## src/rtl/writeback_unit_pkg.sv

```systemverilog
// Shared widths and the buffered write-entry type for the register-file writeback path.
// Pure declarations: no latency and no backpressure of its own.
package writeback_unit_pkg;
  localparam int REG_ADDR_W = 5;
  localparam int DATA_W     = 32;
  localparam logic [REG_ADDR_W-1:0] REG_ZERO = 5'd0;

  typedef struct packed {
    logic [REG_ADDR_W-1:0] reg_addr;
    logic [DATA_W-1:0]     data;
  } wb_entry_t;
endpackage

```

## src/rtl/writeback_unit_fifo.sv

```systemverilog
// wb_fifo: sync FIFO of write entries with per-slot address match; write-to-read 1 cycle.
// Caller must not push when full or pop when empty; reports full/empty only.
module wb_fifo
  import writeback_unit_pkg::*;
#(
  parameter int DEPTH = 4
) (
  input  logic                             clk,
  input  logic                             rst,
  input  logic                             push,
  input  wb_entry_t                        push_entry,
  input  logic                             pop,
  input  logic [REG_ADDR_W-1:0]            q_reg,
  output wb_entry_t                        head_entry,
  output logic                             full,
  output logic                             empty,
  output logic [$clog2(DEPTH)-1:0]         head_ptr,
  output logic [DEPTH-1:0]                 match,
  output logic [DEPTH-1:0][DATA_W-1:0]     ent_data
);
  localparam int PTR_W = $clog2(DEPTH);
  localparam int CNT_W = PTR_W + 1;

  wb_entry_t [DEPTH-1:0] mem_q, mem_d;
  logic [PTR_W-1:0]      wr_ptr_q, wr_ptr_d;
  logic [PTR_W-1:0]      rd_ptr_q, rd_ptr_d;
  logic [CNT_W-1:0]      count_q, count_d;

  always_comb begin
    mem_d    = mem_q;
    wr_ptr_d = wr_ptr_q;
    rd_ptr_d = rd_ptr_q;
    if (push) begin
      mem_d[wr_ptr_q] = push_entry;
      wr_ptr_d        = wr_ptr_q + PTR_W'(1);
    end
    if (pop) begin
      rd_ptr_d = rd_ptr_q + PTR_W'(1);
    end
    count_d = count_q + CNT_W'(push) - CNT_W'(pop);
  end

  always_ff @(posedge clk or posedge rst) begin
    if (rst) begin
      mem_q    <= '0;
      wr_ptr_q <= '0;
      rd_ptr_q <= '0;
      count_q  <= '0;
    end else begin
      mem_q    <= mem_d;
      wr_ptr_q <= wr_ptr_d;
      rd_ptr_q <= rd_ptr_d;
      count_q  <= count_d;
    end
  end

  // A slot is live when its distance from the head is below the occupancy.
  logic [PTR_W-1:0] offset;
  always_comb begin
    offset   = '0;
    match    = '0;
    ent_data = '0;
    for (int i = 0; i < DEPTH; i++) begin
      offset      = PTR_W'(i) - rd_ptr_q;
      match[i]    = (CNT_W'(offset) < count_q) && (mem_q[i].reg_addr == q_reg);
      ent_data[i] = mem_q[i].data;
    end
  end

  assign head_entry = mem_q[rd_ptr_q];
  assign head_ptr   = rd_ptr_q;
  assign full       = (count_q == CNT_W'(DEPTH));
  assign empty      = (count_q == '0);
endmodule

```

## src/rtl/writeback_unit.sv

```systemverilog
// Two-port writeback arbiter with in-order buffer, output stage and pending-write lookup.
// Accept-to-regWrite 1 + occupancy cycles; both ports stall only when the buffer is full.
module writeback_unit
  import writeback_unit_pkg::*;
#(
  parameter int DEPTH        = 4,
  parameter int STARVE_LIMIT = 4
) (
  input  logic                  clk,
  input  logic                  rst,
  input  logic                  aValid,
  input  logic [REG_ADDR_W-1:0] aReg,
  input  logic [DATA_W-1:0]     aData,
  output logic                  aReady,
  input  logic                  bValid,
  input  logic [REG_ADDR_W-1:0] bReg,
  input  logic [DATA_W-1:0]     bData,
  output logic                  bReady,
  output logic                  regWrite,
  output logic [REG_ADDR_W-1:0] writeRegister,
  output logic [DATA_W-1:0]     writeData,
  input  logic [REG_ADDR_W-1:0] qReg,
  output logic                  qPending,
  output logic [DATA_W-1:0]     qData
);
  localparam int PTR_W = $clog2(DEPTH);
  localparam int SC_W  = $clog2(STARVE_LIMIT + 1);

  logic                          space, starve;
  logic                          a_accept, b_accept, acc_vld, enq, bypass;
  logic                          fifo_push, fifo_pop, fifo_full, fifo_empty;
  wb_entry_t                     acc_entry, fifo_head;
  logic [PTR_W-1:0]              fifo_head_ptr;
  logic [DEPTH-1:0]              fifo_match;
  logic [DEPTH-1:0][DATA_W-1:0]  fifo_ent_data;

  logic [SC_W-1:0]               starve_cnt_q, starve_cnt_d;
  logic                          reg_write_q, reg_write_d;
  logic [REG_ADDR_W-1:0]         write_register_q, write_register_d;
  logic [DATA_W-1:0]             write_data_q, write_data_d;

  assign space  = !rst && !fifo_full;
  assign starve = (starve_cnt_q == SC_W'(STARVE_LIMIT));

  // The loser of a contested cycle has its ready masked so the handshake stays exact.
  assign aReady = space && !(bValid && starve);
  assign bReady = space && !(aValid && !starve);

  assign a_accept = aValid && aReady;
  assign b_accept = bValid && bReady;
  assign acc_vld  = a_accept || b_accept;

  always_comb begin
    acc_entry = '0;
    if (b_accept) begin
      acc_entry.reg_addr = bReg;
      acc_entry.data     = bData;
    end else if (a_accept) begin
      acc_entry.reg_addr = aReg;
      acc_entry.data     = aData;
    end
  end

  // Writes to r0 complete their handshake but are dropped here.
  assign enq       = acc_vld && (acc_entry.reg_addr != REG_ZERO);
  assign fifo_pop  = !fifo_empty;
  assign fifo_push = enq && !fifo_empty;
  assign bypass    = enq && fifo_empty;

  wb_fifo #(.DEPTH(DEPTH)) u_fifo (
    .clk        (clk),
    .rst        (rst),
    .push       (fifo_push),
    .push_entry (acc_entry),
    .pop        (fifo_pop),
    .q_reg      (qReg),
    .head_entry (fifo_head),
    .full       (fifo_full),
    .empty      (fifo_empty),
    .head_ptr   (fifo_head_ptr),
    .match      (fifo_match),
    .ent_data   (fifo_ent_data)
  );

  always_comb begin
    reg_write_d      = 1'b0;
    write_register_d = write_register_q;
    write_data_d     = write_data_q;
    if (fifo_pop) begin
      reg_write_d      = 1'b1;
      write_register_d = fifo_head.reg_addr;
      write_data_d     = fifo_head.data;
    end else if (bypass) begin
      reg_write_d      = 1'b1;
      write_register_d = acc_entry.reg_addr;
      write_data_d     = acc_entry.data;
    end
  end

  always_comb begin
    starve_cnt_d = starve_cnt_q;
    if (b_accept || !bValid) begin
      starve_cnt_d = '0;
    end else if (!starve) begin
      starve_cnt_d = starve_cnt_q + SC_W'(1);
    end
  end

  always_ff @(posedge clk or posedge rst) begin
    if (rst) begin
      starve_cnt_q     <= '0;
      reg_write_q      <= 1'b0;
      write_register_q <= '0;
      write_data_q     <= '0;
    end else begin
      starve_cnt_q     <= starve_cnt_d;
      reg_write_q      <= reg_write_d;
      write_register_q <= write_register_d;
      write_data_q     <= write_data_d;
    end
  end

  assign regWrite      = reg_write_q;
  assign writeRegister = write_register_q;
  assign writeData     = write_data_q;

  // Walk oldest to youngest so the youngest hit overwrites; the output stage is oldest of all.
  logic [PTR_W-1:0] idx;
  always_comb begin
    qPending = 1'b0;
    qData    = '0;
    idx      = '0;
    if (qReg != REG_ZERO) begin
      if (reg_write_q && (write_register_q == qReg)) begin
        qPending = 1'b1;
        qData    = write_data_q;
      end
      for (int i = 0; i < DEPTH; i++) begin
        idx = fifo_head_ptr + PTR_W'(i);
        if (fifo_match[idx]) begin
          qPending = 1'b1;
          qData    = fifo_ent_data[idx];
        end
      end
    end
  end
endmodule

```

## config.mk

```make
export PLATFORM = sky130hd
export DESIGN_NAME = writeback_unit
export DESIGN_NICKNAME = d
export VERILOG_FILES = /design/src/rtl/writeback_unit_pkg.sv /design/src/rtl/writeback_unit_fifo.sv /design/src/rtl/writeback_unit.sv
export SDC_FILE = /design/constraint.sdc
export NUM_CORES = 1
export LEC_CHECK = 0
export CORE_ASPECT_RATIO = 0.5
export CORE_MARGIN = 4
export CORE_UTILIZATION = 40
export DETAILED_ROUTE_END_ITERATION = 10
export SLEW_MARGIN = 20
export SYNTH_ARGS = -nofsm -noshare
export SYNTH_HDL_FRONTEND = slang
export SYNTH_HIERARCHICAL = 1
export SYNTH_SLANG_ARGS = --single-unit
```

## constraint.sdc

```tcl
create_clock -name clk -period 6.37 [get_ports clk]
set_input_delay 1.274 -clock clk [delete_from_list [all_inputs] [get_ports clk]]
set_output_delay 1.274 -clock clk [all_outputs]
set_load 0.05 [all_outputs]
```

Word level (Yosys, flattened, before mapping). Cells that the tools add are included.

Register bits after elaboration: 196. Bits of input ports: 83.

Add/sub/neg operators: 11. Order comparisons: 10. Equality and inequality tests: 9. Mux-type cells: 43. Reduce and logical (&&, ||, !) cells: 28.

Operator list (count): $mux 32 (12); $bmux 32 s2 (4); $bwmux 148 (1); $mux 37 (4); $bmux 37 s2 (1); $demux 37 s2 (1); $eq 5x5->1 (5); $logic_and 1x1->1 (16); $lt 2x3->1 const B (5); $lt 2x3->1 (4); $mux 1 (12); $mux 5 (2); $reduce_bool 5->1 (2); $bmux 1 s2 (4); $logic_not 1->1 (7); $eq 3x3->1 const B (2); $mux 3 (2); $add 2x1->2 const B (2); $add 2x2->2 const B (2); $sub 1x2->2 const A (2); $sub 2x2->2 const A (2); $add 3x1->3 (1); $add 3x1->3 const B (1); $logic_not 3->1 (1); other kinds (5) (6).

Logic depth before layout (Yosys ltp). Gate-level depths: netlist of run 1.

Depth after elaboration: 12. Gate-level depth with buffers: 13.

Cells and area by module. The synthesis of run 1 kept the hierarchy.

Modules (own cells, without submodules): wb_fifo (instances 1, cells each 565, area an instance 8797.2 µm²); writeback_unit (instances 1, cells each 711, area an instance 7104.3 µm²).

Least setup slack after synthesis of run 1. OpenSTA, ideal clock, no wires.

Path kind: input to output. Start: input port qReg[4]. End: output port qData[10]. Arrival: 3.937 ns. Data required time: 5.096 ns. Slack: 1.159 ns. Cell stages on the path: 9. Path buffers: 2. Path through: clkbuf_1 xnor2_1 nand4_1 a2111oi_2 mux4_2 buf_2 or4b_1 a211o_1 a21oi_1.

Cells in the longest elaborated chain, start to end: 9. Elaborated cells between the ends (all ways): 25. Those cells by class: 5 x eq/ne; 14 x mux; 6 x reduce/logical.

RTL lines: start: declaration (line writeback_unit.sv:22) `input logic [REG_ADDR_W-1:0] qReg,`; $eq 5x5->1 (*) (line writeback_unit_fifo.sv:65) `match[i] = (CNT_W'(offset) < count_q) && (mem_q[i].reg_addr == q_reg);`; $logic_and 1x1->1 (*) (line writeback_unit_fifo.sv:65); named net fifo_match[0] (line writeback_unit.sv:34) `logic [DEPTH-1:0] fifo_match;`; $bmux 1 s2 (line writeback_unit.sv:140) `if (fifo_match[idx]) begin`; $mux 1 (not written as such) (line writeback_unit.sv:140); $mux 32 (3 in series) (line writeback_unit.sv:140); $mux 32 (*) (line writeback_unit.sv:140); $mux 32 (*) (line writeback_unit.sv:133) `if (qReg != REG_ZERO) begin`; end: declaration (line writeback_unit.sv:24) `output logic [DATA_W-1:0] qData`.

The timed path passes the listed nets; every way through them passes the cells marked *. The select of a mux whose other input is x is not followed.

Final worst setup path of run 1.
Start: input port qReg[0]. End: output port qData[6].

Same word-level chain as after synthesis.

==> results of run 1 <==
==> layer usage <==
metal	GRT usage	routed length, um	up-vias
met1	0.2636	17870	5649
li1	-	-	4625
met3	0.02782	2280	55
met5	0	0	-
met4	0.05866	843	0
met2	0.3245	20990	350
==> cell families (layout without fill, tap and decap cells) <==
kind of cell / Yosys count / after routing / synth area share
AO/OA/AOI/OAI: 280 / 280 / 0.1060
XOR/XNOR: 32 / 32 / 0.01810
adder cells (fa/ha/maj): 13 / 13 / 0.01070
buffers and inverters: 285 / 253 / 0.1174
flip-flops: 196 / 196 / 0.3084
multiplexers: 352 / 352 / 0.3940
AND/OR/NAND/NOR: 118 / 118 / 0.04540
==> sequential cells by signal, indices dropped and copies added (netlist names) <==
register / count
u_fifo/mem_q: 20
u_fifo/head_ptr: 2
regWrite: 1
u_fifo/ent_data: 128
writeData: 32
writeRegister: 5
starve_cnt_q: 3
u_fifo/count_q: 3
u_fifo/wr_ptr_q: 2
==> synthesized netlist by cell type, types with 33 or more instances <==
| cell type | instances | area (sq um) |
|---|---|---|
| buf_4 | 129 | 968.4 |
| inv_1 | 46 | 172.7 |
| nand2_1 | 41 | 153.9 |
| o21ai_0 | 97 | 485.5 |
| clkbuf_1 | 50 | 187.7 |
| a21oi_1 | 100 | 500.5 |
| dfrtp_1 | 196 | 4905 |
| mux2i_1 | 33 | 330.3 |
| mux4_2 | 168 | 3784 |
| mux2_4 | 120 | 1802 |
| a22o_1 | 37 | 324.1 |
==> layout make-up <==
cell class	count	share of cell area
inverter	46	0.01010
sequential	196	0.2792
tap	530	0.03769
clock inverter	9	0.003129
clock buffer	23	0.02717
timing repair buffer	175	0.1222
multi-input combinational	795	0.5206
==> worst max path at each step <==
stage	start	end	cells after the start
after floorplan	rst	u_fifo/count_q[0]$_DFF_PP0_	1
after global placement	qReg[1]	qData[10]	9
after detailed placement	qReg[1]	qData[10]	9
after CTS	qReg[0]	qData[6]	10
after global routing	qReg[0]	qData[4]	10
final	qReg[0]	qData[6]	10
==> where the power goes <==
part,internal (mW),leakage (nW),switching (mW)
Sequential,1.73,2.60,0.699
Combinational,2.75,4.62,2.40
Clock,0.527,0.255,0.492
Total,5.02,7.47,3.59
==> out/results.ini, run 1 <==
[hold_path]
holdPathEnd=u_fifo/wr_ptr_q[0]$_DFFE_PP0P_
hp-start=u_fifo/wr_ptr_q[0]$_DFFE_PP0P_
hp-class=reg -> reg
holdPathStages=1

[cts]
clock_sinks=196
clockRootBuffer=clkbuf_16
cts_resized=0
cts_tree=built
cts_buffer_depth=2
cts.reportedPaths.clkPinSlew_ps=60
cts_hold_buf=0
insertion_delay_ps=450
post_cts_buffers=0
cts_buffers=17
htreeDepth=4

[die]
ios=156
die_w_um=290.0
initial_core_util=0.4072
die_h_um=149.0
coreArea_sq_um=39050
num_rows=51
dieArea_sq_um=43200

[synthesis]
dominantRegCellSynth=dfrtp_1
avgSynthCellArea_sq_um=12.46
ys_seq_elements=196
ys_seq_area_frac=0.3084
async_flop_share=1.000
synth_edf_count=0
synth_cell_types=45
yosys_warnings=6
syn_nets=1372
synth_area_sq_um=15900
synth_cells=1276

[cells_and_area]
multi_input_area_sq_um=9159
n_fill_cell=3492
final_util=0.4505
layoutNonFillerInstCount=1774
nNetsFinal=1327
syn_to_final_growth_pct=10.65
final_design_area_no_fill_sq_um=17590
drive_gt1_frac=0.3360
diodes=0
regArea_sq_um=4912
layout_commonest_cell=dfrtp_1
most-common-layout-cells=dfrtp_1 (194), mux4_2 (168), clkdlybuf4s50_1 (123)

[worst_setup_path]
path_class=in -> out
endpoint_kind=primary output
critPathBufInv=3
r2r_start=u_fifo/count_q[2]$_DFF_PP0_
critPathArrivalTime_ps=4600
critical_path.top_delay_family=buffers and inverters
worstPathCellList=clkdlybuf4s50_1, xnor2_1, nand4_1, a2111oi_2, mux4_2, buf_4, a21o_1, o21ai_0, a21oi_1, buf_12
worstReg2RegEnd=writeData[5]$_DFFE_PP0P_
crit_path_top_delay_cell=mux4_2
r2r_cells=8
r2r_slack_ps=3100
critical_path_required_ps=5100
startpoint_type=primary input
cp_slowest_stage_delay_ps=750
crit_fanout=22

[route]
wl_per_cell_um=23.66
drt_iter0_drc=767
drc=0
wl_mm=41.98
dr_total_vias=10679
viasPerCell=6.020
final_antenna_net_count=0
drtPass1Iterations=5

[global_routing]
grt_pass1_vias=11027
grt.overflow.total=0
grtUsageTotal=0.1934
antenna_found_initial=0
grt_pass1_wl_mm=65.70
grt_max_degree=168

[sta]
slew_headroom=0.2799
setup_viol_count_final=0
slew_viol_final=0
whs_ps=532.9
hold_viol_final=0
fmax_mhz=170.1
rsz0062_at_grt=no
period_share=0.9228
fin_skew_ps=7.870
finalSetupTns_ps=0
min_period_ps=5878
worstMarginPinSlew_ps=1080
setup_ws_ps=491.8

[placement]
post-place-ws_ps=549.9
port_buffers=155
dp.cells=1740
hpwl_mm=25.18
gp_congestion=0.8271
place_area_sq_um=17010

[run_status]
outcome=completed

[power_and_ir_drop]
p_total_mw=8.602
power_density_nw_per_um2=488.9
peakVddDrop_v=0.0002634
p_leak_nw=7.473

[job]
maxCapViolations=0

Power figures use the tool's default switching activity.
==> run 2: changes to the inputs <==
Settings changed: CTS_BUF_LIST set to sky130_fd_sc_hd__clkbuf_8, SLEW_MARGIN 20 to not set.
==> run 2 against run 1 <==
Worst setup slack improved by 67 ps. Sequential power about the same. Clock power decreased by 26%. Final area decreased by 1.4%. Sequential cell count unchanged. Cell count decreased by 0.11%. Clock skew increased by 5.2 ps. Die area unchanged. Register-to-register slack about the same. Critical endpoint unchanged.
==> out/results.ini, run 2 (synthesized netlist as in run 1, its figures left out) <==
[die]
dieArea_sq_um=43200  ; unchanged
num_rows=51  ; unchanged
die_w_um=290.0  ; unchanged
ios=156  ; unchanged
die_h_um=149.0  ; unchanged
initial_core_util=0.4072  ; unchanged
coreArea_sq_um=39050  ; unchanged

[global_routing]
grt_util_met3=0.03094  ; +0.003124
grtUsageTotal=0.1918  ; -0.001573
grt_max_degree=168  ; unchanged
grt_pass1_vias=10926  ; -0.92%
gr-usage-met2=0.3240  ; -0.0004728
grtUsageMet1=0.2610  ; -0.002609
grt_pass1_wl_mm=65.15  ; -0.84%
grt.busiest_layer=met2
grt.overflow.total=0  ; unchanged
antenna_found_initial=0  ; unchanged

[sta]
slew_headroom=0.2852  ; +0.005369
min_period_ps=5811  ; -67.49 ps
setup_ws_ps=559.3  ; +67.49 ps
rsz0062_at_grt=no
setup_viol_count_final=0  ; unchanged
hold_viol_final=0  ; unchanged
fmax_mhz=172.1  ; +1.2%
finalSetupTns_ps=0  ; unchanged
period_share=0.9122  ; -0.01059
whs_ps=542.5  ; +9.639 ps
slew_viol_final=0  ; unchanged
fin_skew_ps=13.03  ; +5.164 ps
worstMarginPinSlew_ps=1072  ; -8.054 ps

[worst_setup_path]
worstReg2RegEnd=writeData[5]$_DFFE_PP0P_
r2r_start=u_fifo/count_q[2]$_DFF_PP0_
crit_path_start=qReg[0]
path_class=in -> out
critical_path.top_delay_family=buffers and inverters
cp_slowest_stage_delay_ps=740  ; about the same
crit_fanout=22  ; unchanged
cp_num_cells=10  ; unchanged
endpoint_kind=primary output
startpoint_type=primary input
crit_end=qData[6]
critPathArrivalTime_ps=4540  ; -60 ps
r2r_cells=8  ; unchanged
critPathBufInv=3  ; unchanged
worstPathCellList=clkdlybuf4s50_1, xnor2_1, nand4_1, a2111oi_2, mux4_2, buf_4, a21o_1, o21ai_0, a21oi_1, buf_12
r2r_slack_ps=3110  ; about the same
crit_path_top_delay_cell=mux4_2
critical_path_required_ps=5100  ; about the same

[route]
viasPerCell=6.027  ; +0.11%
drtPass1Iterations=5  ; unchanged
final_antenna_net_count=0  ; unchanged
drc=0  ; unchanged
wl_per_cell_um=23.47  ; -0.82%
dr_total_vias=10679  ; unchanged
wl_mm=41.59  ; -0.93%
drt_iter0_drc=821  ; +7.0%

[placement]
gp_congestion=0.8271  ; unchanged
port_buffers=155  ; unchanged
post-place-ws_ps=549.9  ; unchanged
hpwl_mm=25.18  ; unchanged

[cts]
insertion_delay_ps=490  ; +40 ps
clockRootBuffer=clkbuf_8
post_cts_buffers=0  ; unchanged
cts_buffers=17  ; unchanged
cts_hold_buf=0  ; unchanged
cts_resized=0  ; unchanged
cts_tree=built
htreeDepth=4  ; unchanged
cts.reportedPaths.clkPinSlew_ps=90  ; +30 ps
cts_buffer_depth=2  ; unchanged
clock_sinks=196  ; unchanged

[power_and_ir_drop]
p_leak_nw=7.373  ; -1.3%
power_density_nw_per_um2=477.6  ; -2.3%
peakVddDrop_v=0.0004403  ; +67%

[cells_and_area]
most-common-layout-cells=dfrtp_1 (194), mux4_2 (168), clkdlybuf4s50_1 (123)
nNetsFinal=1325  ; -0.15%
drive_gt1_frac=0.3349  ; -0.001069
final_util=0.4442  ; -0.006312
syn_to_final_growth_pct=9.096
diodes=0  ; unchanged
layout_commonest_cell=dfrtp_1
largest_reg_flops=128  ; unchanged

[run_status]
outcome=completed

[job]
maxCapViolations=0  ; unchanged

[hold_path]
hp-class=reg -> reg

run 2: cell types whose count changed in the layout (fill, tap and decap cells not counted), sizes merged:
cell    before  now
inv         46   49
clkbuf      23   20
buf         52   50
run 2: cell type report:
cell class	instances	area, sq um
fill	3518	21700
multi-input combinational	795	9159
sequential	196	4912
timing repair buffer	173	2095
tap	530	663.1
clock buffer	20	275.3
inverter	46	177.7
clock inverter	12	66.31
run 2: worst register-to-register path, cell delays in order (launching register included):
cell,delay (ps)
dfrtp_1,480
inv_1,180
nor3_1,150
a311oi_1,390
nand2_1,170
o22ai_4,810
buf_4,570
mux2i_1,230
o21ai_0,110
run 2: where the power goes:
| group | switching, mW | total [mW] | internal (mW) |
|---|---|---|---|
| clock | 0.460 | 0.753 | 0.293 |
| sequential | 0.696 | 2.43 | 1.73 |
| combinational | 2.37 | 5.11 | 2.73 |
| total | 3.53 | 8.29 | 4.76 |
run 2: stage by stage:
| stage | area [sq um] | total power [mW] | cells |
|---|---|---|---|
| after detailed placement | 17010 | 7.557 | 1740 |
| final | 17350 | 8.285 | 1772 |
| after floorplan | 15900 | 6.693 | 1276 |
| after CTS | 17350 | 8.328 | 1772 |
| after global routing | 17350 | 8.788 | 1772 |
| after global placement | 17010 | 7.385 | 1740 |
run 2: how the worst min path moves through the flow:
stage / start / to / slack (ps) / cells past startpoint
after floorplan: u_fifo/wr_ptr_q[0]$_DFFE_PP0P_ / u_fifo/wr_ptr_q[0]$_DFFE_PP0P_ / 490 / 1
after global placement: u_fifo/wr_ptr_q[0]$_DFFE_PP0P_ / u_fifo/wr_ptr_q[0]$_DFFE_PP0P_ / 510 / 1
after detailed placement: u_fifo/wr_ptr_q[0]$_DFFE_PP0P_ / u_fifo/wr_ptr_q[0]$_DFFE_PP0P_ / 530 / 1
after CTS: u_fifo/wr_ptr_q[0]$_DFFE_PP0P_ / u_fifo/wr_ptr_q[0]$_DFFE_PP0P_ / 550 / 1
after global routing: u_fifo/mem_q[107]$_DFFE_PP0P_ / u_fifo/mem_q[107]$_DFFE_PP0P_ / 590 / 1
final: u_fifo/wr_ptr_q[0]$_DFFE_PP0P_ / u_fifo/wr_ptr_q[0]$_DFFE_PP0P_ / 540 / 1
run 2: routing by layer:
metal  up-vias  wire length, um
li1       4616                -
met1      5640            17710
met2       368            20750
met3        55             2385
met4         0              745
met5         -                0
